--- src/rtl/glupost_mode_ctrl_pkg.sv ---
// glupost_mode_ctrl_pkg: state encodings, btn2 command codes and BCD helpers shared by the mode controller.
package glupost_mode_ctrl_pkg;
    localparam logic [1:0] ST_MANUAL = 2'd0;
    localparam logic [1:0] ST_TIMER  = 2'd1;
    localparam logic [1:0] ST_DONE   = 2'd2;
    localparam logic [3:0] BCD_MAX   = 4'd9;

    typedef enum logic [1:0] {CMD_NOP = 2'd0, CMD_CLR = 2'd1, CMD_LOAD = 2'd2} cmd_t;

    function automatic cmd_t decode_cmd(input logic [1:0] code);
        return code[1] ? CMD_LOAD : (code[0] ? CMD_CLR : CMD_NOP);
    endfunction

    function automatic logic [3:0] clamp_bcd(input logic [3:0] v);
        return (v > BCD_MAX) ? BCD_MAX : v;
    endfunction
endpackage

--- src/rtl/glupost_mode_ctrl_edge_det.sv ---
// glupost_mode_ctrl_edge_det: rising-edge detector whose history resets high, so a held button needs release first.
module glupost_mode_ctrl_edge_det #(
    parameter int WIDTH = 1
) (
    input  logic             clk,
    input  logic             sync_reset,
    input  logic [WIDTH-1:0] level,
    output logic [WIDTH-1:0] rise
);
    logic [WIDTH-1:0] hist;

    always_ff @(posedge clk) begin
        if (sync_reset) hist <= '1;
        else hist <= level;
    end

    assign rise = level & ~hist;
endmodule

--- src/rtl/glupost_mode_ctrl.sv ---
// glupost_mode_ctrl: turns board buttons into one-cycle load/inc/dec commands for the BCD datapath
// and runs a prescaled countdown timer that flags expiry on led0.
module glupost_mode_ctrl
    import glupost_mode_ctrl_pkg::*;
#(
    parameter int PRESCALE = 4,
    parameter int VAL_W    = 4
) (
    input  logic             clk,
    input  logic             sync_reset,
    input  logic [6:0]       sw,
    input  logic             btn2,
    input  logic             btn1,
    input  logic             btn0,
    input  logic             cnt_zero,
    output logic             cnt_load,
    output logic [VAL_W-1:0] cnt_load_value,
    output logic             cnt_inc,
    output logic             cnt_dec,
    output logic             mode_timer,
    output logic             led0
);
    localparam int PW = $clog2(PRESCALE);

    logic [1:0]       state, state_n;
    logic [PW-1:0]    presc, presc_n;
    logic             e0, e1, e2, tick, run_cmd, load_n, inc_n, dec_n, sw_unused;
    logic [VAL_W-1:0] val_n;
    cmd_t             cmd;

    glupost_mode_ctrl_edge_det u_ed0 (.clk(clk), .sync_reset(sync_reset), .level(btn0), .rise(e0));
    glupost_mode_ctrl_edge_det u_ed1 (.clk(clk), .sync_reset(sync_reset), .level(btn1), .rise(e1));
    glupost_mode_ctrl_edge_det u_ed2 (.clk(clk), .sync_reset(sync_reset), .level(btn2), .rise(e2));

    assign sw_unused = sw[4];
    assign cmd       = decode_cmd(sw[6:5]);
    assign tick      = presc == PW'(PRESCALE - 1);

    // Edge priority btn0 > btn2 > btn1; the prescaler only runs while in TIMER and is zero elsewhere.
    always_comb begin
        state_n = state;
        presc_n = '0;
        run_cmd = 1'b0;
        inc_n   = 1'b0;
        dec_n   = 1'b0;
        case (state)
            ST_MANUAL: begin
                if (e0) state_n = cnt_zero ? ST_MANUAL : ST_TIMER;
                else begin
                    run_cmd = e2;
                    inc_n   = e1 & ~e2;
                end
            end
            ST_TIMER: begin
                if (e0) state_n = ST_MANUAL;
                else if (tick) begin
                    state_n = cnt_zero ? ST_DONE : ST_TIMER;
                    dec_n   = ~cnt_zero;
                end
                else presc_n = presc + PW'(1);
            end
            ST_DONE: begin
                state_n = (e0 | e1 | e2) ? ST_MANUAL : ST_DONE;
                run_cmd = e2 & ~e0;
            end
            default: state_n = ST_MANUAL;
        endcase
    end

    assign load_n = run_cmd && (cmd != CMD_NOP);
    assign val_n  = (run_cmd && cmd == CMD_LOAD) ? VAL_W'(clamp_bcd(sw[3:0])) : '0;

    always_ff @(posedge clk) begin
        if (sync_reset) begin
            state          <= ST_MANUAL;
            presc          <= '0;
            cnt_load       <= 1'b0;
            cnt_load_value <= '0;
            cnt_inc        <= 1'b0;
            cnt_dec        <= 1'b0;
        end
        else begin
            state          <= state_n;
            presc          <= presc_n;
            cnt_load       <= load_n;
            cnt_load_value <= val_n;
            cnt_inc        <= inc_n;
            cnt_dec        <= dec_n;
        end
    end

    assign mode_timer = state == ST_TIMER;
    assign led0       = state == ST_DONE;
endmodule

--- config.mk ---
export PLATFORM = sky130hd
export DESIGN_NAME = glupost_mode_ctrl
export DESIGN_NICKNAME = d
export VERILOG_FILES = /design/src/rtl/glupost_mode_ctrl_pkg.sv /design/src/rtl/glupost_mode_ctrl_edge_det.sv /design/src/rtl/glupost_mode_ctrl.sv
export SDC_FILE = /design/constraint.sdc
export NUM_CORES = 1
export LEC_CHECK = 0
export BUFFER_PORTS_ARGS = -buffer_cell sky130_fd_sc_hd__buf_2
export CAP_MARGIN = 20
export CORE_AREA = 2 2 42 44
export DETAILED_ROUTE_END_ITERATION = 7
export DIE_AREA = 0 0 44 46
export PLACE_DENSITY_LB_ADDON = 0.15
export SKIP_LAST_GASP = 1
export SYNTH_ARGS = -nofsm -noshare
export SYNTH_HDL_FRONTEND = slang
export SYNTH_SLANG_ARGS = --single-unit
--- constraint.sdc ---
create_clock -name clk -period 1.1 [get_ports clk]
set_input_delay 0.275 -clock clk [delete_from_list [all_inputs] [get_ports clk]]
set_output_delay 0.275 -clock clk [all_outputs]
set_load 0.005 [all_outputs]
==> reports/results.ini, run 1 <==
[clock_network]
numCtsBuffers = 3
htreeDepth = 1
clkTransAtPathRegs_ns = 0.08
cts_tree = built
holdBufCountCts = 0
clkLatencyLatePin_ns = 0.27
cts_root_buf = clkbuf_4
cts_buffer_depth = 2
clock_sinks = 14

[floorplanning]
core_area_mm2 = 0.001614
io_pins = 22
start_util_pct = 31.86
die_w_um = 44
die_area_mm2 = 0.002024
die_y_um = 46
rows = 15

[critical_path]
crit_path_end_kind = output port
cp_top_family = flip-flops
path_buf_inv = 1
rr_worst_depth = 3
worstPathMaxFanout = 3
path_depth = 2
start_kind = flop
crit_required_ns = 0.82
max_stage_delay_ns = 0.35
path_class = reg -> out
crit_slowest_cell = dfxtp_2
path_cells = and2b_2 -> buf_6
arrival_ns = 0.97

[placement]
dpl_cell_area_um2 = 650.6
dp_slack_ns = 0.001433
io_buffers = 20
gp_congestion = 0.7052
dp_hpwl_um = 784.1

[timing]
rsz0062_at_grt = true
skew_ns = 0.0005531
period_share_pct = 113.0
finalCriticalPeriod_ns = 1.243
fmax_mhz = 804.7
timing.hold.ws_ns = 0.1947
hold_viol_final = 0
slew_headroom_pct = 83.91
slew_viol_final = 0
setup_ws_ns = -0.1427
setup_viol = 3
worst_pin_slew_ns = 0.2400

[routing]
wl_um = 1039
firstDrtPassIters = 4
wl_per_cell_um = 11.17
via_count = 458
avgViaCountPerCell = 4.925
drc_errors = 0
ant_nets = 0
drtIter0Drc = 6

[global_routing]
grt_pass1_wl_um = 1676
grt_use_met3_pct = 3.968
use_met2_pct = 18.24
grt_max_degree = 8
overflow = 0
use_met1_pct = 14.15
antenna_found_initial = 0
top_usage_layer = met2
grt_pass1_vias = 412
track_usage_pct = 11.83

[synth]
async_flop_share_pct = 0
synthMuxAreaShare_pct = 0
ys_ff_latch = 14
synth_compound_area_share_pct = 9.002
synth_nets = 63
synthXorXnorAreaFrac_pct = 0
ys_warn_count = 0
synth_adder_area_share_pct = 2.433
yosysUniqueCellTypes = 24
synth_top_family_by_area = simple AND/OR/NAND/NOR gates
synthTopCellsByCount = dfxtp_1 (14), nand2b_1 (4), inv_1 (3), or2_2 (3)
synth_top_cell_by_area = dfxtp_1
synthSimpleGateAreaFrac_pct = 31.87
synth_area_per_cell_um2 = 10.49
synth_top_cells_by_area = dfxtp_1 (55%), nand2b_1 (4.9%), or2_2 (3.6%)
syn-cell-area_um2 = 514.2
synth.most_common_cell = dfxtp_1
synth-main-ff-cell = dfxtp_1
ys_seq_area_share_pct = 54.50
synth_top_area_share_pct = 54.50
syn_inst = 49
synth_edf_count = 0

[run_status]
violations = setup timing
status = finished, violations left

[cells_and_area]
drive_above_1_share_pct = 53.95
design_area_um2 = 723.2
layout.nets = 92
n_antenna_cell = 0
n_fill_cell = 161
area_growth_pct = 40.63
post-route-util_pct = 44.81

[run]
cap_violations = 0

[hold_path]
hold_depth = 2
holdCritPathClass = in -> reg

[pwr]
p_leak_nw = 0.3527
irDropWorstVdd_uv = 516.2
power_density_mw_per_mm2 = 1213

cell families after synthesis:
group           count (synthesis)
compound gates                  6
fa+ha+maj                       1
buf+inv                         3
flops                          14
simple gates                   25
placed cells by master, fill, tap and decap left out:
cell type / count
nor3_1: 1
nand2b_4: 1
nand2b_1: 3
buf_4: 4
dfxtp_4: 1
nor2_1: 2
and2b_1: 1
nand2_1: 2
a21oi_1: 2
a211oi_2: 1
nand4_1: 1
buf_2: 19
dfxtp_2: 3
o211a_1: 1
nor3b_2: 3
and4b_1: 1
dfxtp_1: 10
or2_2: 3
nor4b_1: 1
nand3_1: 1
ha_2: 1
a211o_1: 1
o21ai_0: 1
clkbuf_4: 3
and2b_2: 1
inv_1: 3
buf_6: 1
nor4_1: 1
or3_1: 1
nor2b_1: 1
nand4b_1: 1
worst register-to-register path, stage by stage (launching register included):
cell and delay [ns]:
dfxtp_4 0.36, nor3b_2 0.20, nand4b_1 0.25, nor3b_2 0.23
report_power, final:
group / internal (mW) / switching (mW)
clock network: 0.127 / 0.154
logic: 0.0418 / 0.0340
registers: 0.516 / 0.00481
timing repair:
action / CTS / global route
gates resized for setup: 4 / 7
pin swaps: 0 / 6
buffers inserted: 2 / 0
hold endpoints to repair: 0 / 0
endpoints found under the setup margin: 5 / 6
worst paths after layout:
kind	startpoint	slack, ns	to
max	state[1]	-0.14	mode_timer
min	btn1	0.19	u_ed1.hist
max reg2reg	state[0]	-0.01	cnt_load_value[2]
min reg2reg	presc[0]	0.41	presc[0]
flip-flops by register name, summed over array words and instances, names as in the netlist:
signal          cells
cnt_inc             1
cnt_load_value      4
u_ed2.hist          1
u_ed1.hist          1
state               2
presc               2
u_ed0.hist          1
cnt_load            1
cnt_dec             1
cell type report:
| class | count | area, um^2 | share of cell area [%] |
|---|---|---|---|
| clock buffer | 3 | 22.52 | 3.114 |
| sequential | 14 | 287.8 | 39.79 |
| inverter | 3 | 11.26 | 1.557 |
| multi-input combinational | 32 | 244.0 | 33.74 |
| timing repair buffer | 24 | 136.4 | 18.86 |
| tap | 17 | 21.27 | 2.941 |
routing by layer:
layer | routed length (um) | vias up
met5 | 0 | -
met4 | 20 | 0
met3 | 69 | 4
met2 | 484 | 17
met1 | 465 | 206
li1 | - | 231
through the flow:
stage / std cells / TNS, ns / power [mW]
2_1_floorplan: 49 / 0 / 0.5633
3_3_place_gp: 88 / 0 / 0.6012
3_5_place_dp: 88 / 0 / 0.6025
4_1_cts: 93 / -0.2119 / 0.8987
5_1_grt: 93 / -0.3953 / 0.9343
6_report: 93 / -0.1856 / 0.8770
Note: power is estimated with default switching activity, not from simulation.
==> inputs of run 2 (changes only) <==
Settings changed: CORE_AREA 2 2 42 44 to 2 2 43 45, DIE_AREA 0 0 44 46 to 0 0 45 47, SYNTH_HIERARCHICAL from default to 1.
==> reports/results.ini, run 2 <==
[run_status]
status = finished, violations left
violations = setup timing

[cells_and_area]
drive_above_1_share_pct = 66.23  ; +12 points
layoutNonFillerInstCount = 94  ; +1.1%
layout_common_cells = buf_2 (20), dfxtp_1 (9), buf_4 (6)
top_regs = cnt_load_value: 4 flops, presc: 2 flops, state: 2 flops
largest_reg_flops = 4  ; unchanged
area_growth_pct = 52.08
n_antenna_cell = 0  ; unchanged
layout.nets = 92  ; unchanged
top_register = cnt_load_value
final_common_cell = buf_2
post-route-util_pct = 49.77  ; +5.0 points

[routing]
firstDrtPassIters = 2  ; -2
drtIter0Drc = 2  ; -4
drc_errors = 0  ; unchanged
wl_um = 1043  ; +0.38%
avgViaCountPerCell = 4.745  ; -3.7%
ant_nets = 0  ; unchanged
wl_per_cell_um = 11.10  ; -0.68%
via_count = 446  ; -2.6%

[clock_network]
cts_tree = built
clkLatencyLatePin_ns = 0.27  ; about the same
holdBufCountCts = 0  ; unchanged
cts_buffer_depth = 2  ; unchanged
clock_sinks = 14  ; unchanged
cts_root_buf = clkbuf_4
numCtsBuffers = 3  ; unchanged
htreeDepth = 1  ; unchanged
clkTransAtPathRegs_ns = 0.08  ; about the same

[global_routing]
grt_max_degree = 9  ; +1
overflow = 0  ; unchanged
grt_pass1_wl_um = 1600  ; -4.5%
antenna_found_initial = 0  ; unchanged
grt_pass1_vias = 388  ; -5.8%
track_usage_pct = 11.00  ; -0.83 points

[timing]
setup_viol = 12  ; +9
rsz0062_at_grt = true
skew_ns = 0.0009477  ; +0.0003946 ns
worst_pin_slew_ns = 0.2539  ; +0.01385 ns
period_share_pct = 117.9  ; +4.9 points
timing.hold.ws_ns = 0.1850  ; -0.009726 ns
setup_ws_ns = -0.1964  ; -0.05374 ns
slew_headroom_pct = 83.06  ; -0.86 points
slew_viol_final = 0  ; unchanged
fmax_mhz = 771.4  ; -4.1%
finalCriticalPeriod_ns = 1.296  ; +0.05374 ns
hold_viol_final = 0  ; unchanged

[synth]
synth_nets = 60  ; -4.8%
synth_edf_count = 0  ; unchanged
synth_top_cells_by_area = dfxtp_1 (52%), or4b_1 (5.6%), nor2b_1 (4.6%)
synth_top_cell_by_area = dfxtp_1
ys_seq_area_share_pct = 51.85  ; -2.6 points
yosysUniqueCellTypes = 20  ; -17%
synth-main-ff-cell = dfxtp_1
syn_inst = 46  ; -6.1%
synth.most_common_cell = dfxtp_1
ys_warn_count = 6  ; +6
synth_top_area_share_pct = 51.85  ; -2.6 points
synthTopCellsByCount = dfxtp_1 (14), nor2b_1 (4)
ys_ff_latch = 14  ; unchanged
syn-cell-area_um2 = 540.5  ; +5.1%
async_flop_share_pct = 0  ; unchanged
synth_area_per_cell_um2 = 11.75  ; +12%

[floorplanning]
die_area_mm2 = 0.002115  ; +4.5%
core_area_mm2 = 0.001652  ; +2.3%
die_y_um = 47  ; +2.2%
io_pins = 22  ; unchanged
start_util_pct = 32.73  ; +0.87 points
die_w_um = 45  ; +2.3%
rows = 15  ; unchanged

[critical_path]
start_kind = flop
path_cells = buf_6 -> and2b_1 -> buf_2
crit_path_end_kind = output port
crit_slowest_cell = dfxtp_4
max_stage_delay_ns = 0.37  ; +0.02 ns
crit_required_ns = 0.82  ; about the same
worstPathMaxFanout = 4  ; +1
arrival_ns = 1.02  ; +0.05 ns
path_class = reg -> out

[pwr]
irDropWorstVdd_uv = 603.7  ; +17%
p_leak_nw = 0.3856  ; +9.3%
power_density_mw_per_mm2 = 1212  ; about the same
totalPowerFinal_mw = 0.9960  ; +14%

[placement]
dp.cells = 89  ; +1.1%
dp_slack_ns = -0.3004  ; -0.3018 ns
gp_congestion = 0.6983  ; -0.98%
dp_hpwl_um = 768.8  ; -2.0%
io_buffers = 20  ; unchanged

[run]
cap_violations = 0  ; unchanged

[hold_path]
holdCritPathClass = in -> reg

-- run 2: cell types whose count changed after synthesis, sizes merged, moves of 2 or more --
cell    previous run  this run
a21oi              2         0
nor2b              1         4
nand2b             4         0
nor3               1         3
nand2              2         0
or4b               0         4
-- run 2: worst max-delay path: cells and delay by family, from the launching register on --
kind / cells / cell delay, ns
and+or+nand+nor: 1 / 0.16
buffers and inverters: 2 / 0.22
DFF: 1 / 0.37
-- run 2: kinds of logic after synthesis --
group                    Yosys count  share of synthesized area [%]
AND/OR/NAND/NOR                   23                          36.34
flip-flops                        14                          51.85
AO/OA/AOI/OAI                      4                          5.787
buffers and inverters              3                          2.083
XOR/XNOR                           1                          1.621
adder cells (fa/ha/maj)            1                          2.314
-- run 2: per-layer routing --
layer | global-route usage (%) | vias up | share of wire (%)
met2 | 17.43 | 13 | 49
met1 | 12.21 | 206 | 44
li1 | - | 227 | -
met3 | 4.615 | 0 | 6.9
met4 | 7.059 | 0 | 0
met5 | 0 | - | 0
-- run 2: area by class of cell --
class                   instances  area, um^2
fillers                       161       829.5
multi-input cells              29       307.8
flip-flops and latches         14       289.0
repair buffers                 27       156.4
clock buffers                   4       36.28
well taps                      17       21.27
inverters                       3       11.26
-- run 2: worst paths after layout --
kind	cells past startpoint	end	start	slack, ns
worst min register to register	1	presc[0]	presc[0]	0.45
worst min-delay path	2	cnt_dec	cnt_zero	0.18
worst max-delay path	3	led0	state[0]	-0.20
worst max register to register	2	cnt_load_value[2]	state[0]	-0.16
-- run 2: timing repair --
item                                    CTS  global route
endpoints found under the setup margin   12            13
gates resized for setup                   6             6
setup buffers                             1             0
pin swaps                                 2             0
-- run 2: per-stage QoR --
| stage | area, um^2 | TNS [ns] |
|---|---|---|
| after floorplan | 568.0 | -0.4017 |
| after global placement | 734.5 | -1.942 |
| after detailed placement | 734.5 | -2.026 |
| after CTS | 799.5 | -1.353 |
| after global routing | 822.0 | -1.933 |
| final | 822.0 | -1.351 |
-- run 2: power breakdown --
part	total [mW]	internal, mW	switching (mW)
Clock	0.360	0.201	0.159
Combinational	0.107	0.0611	0.0457
Sequential	0.529	0.520	0.00943
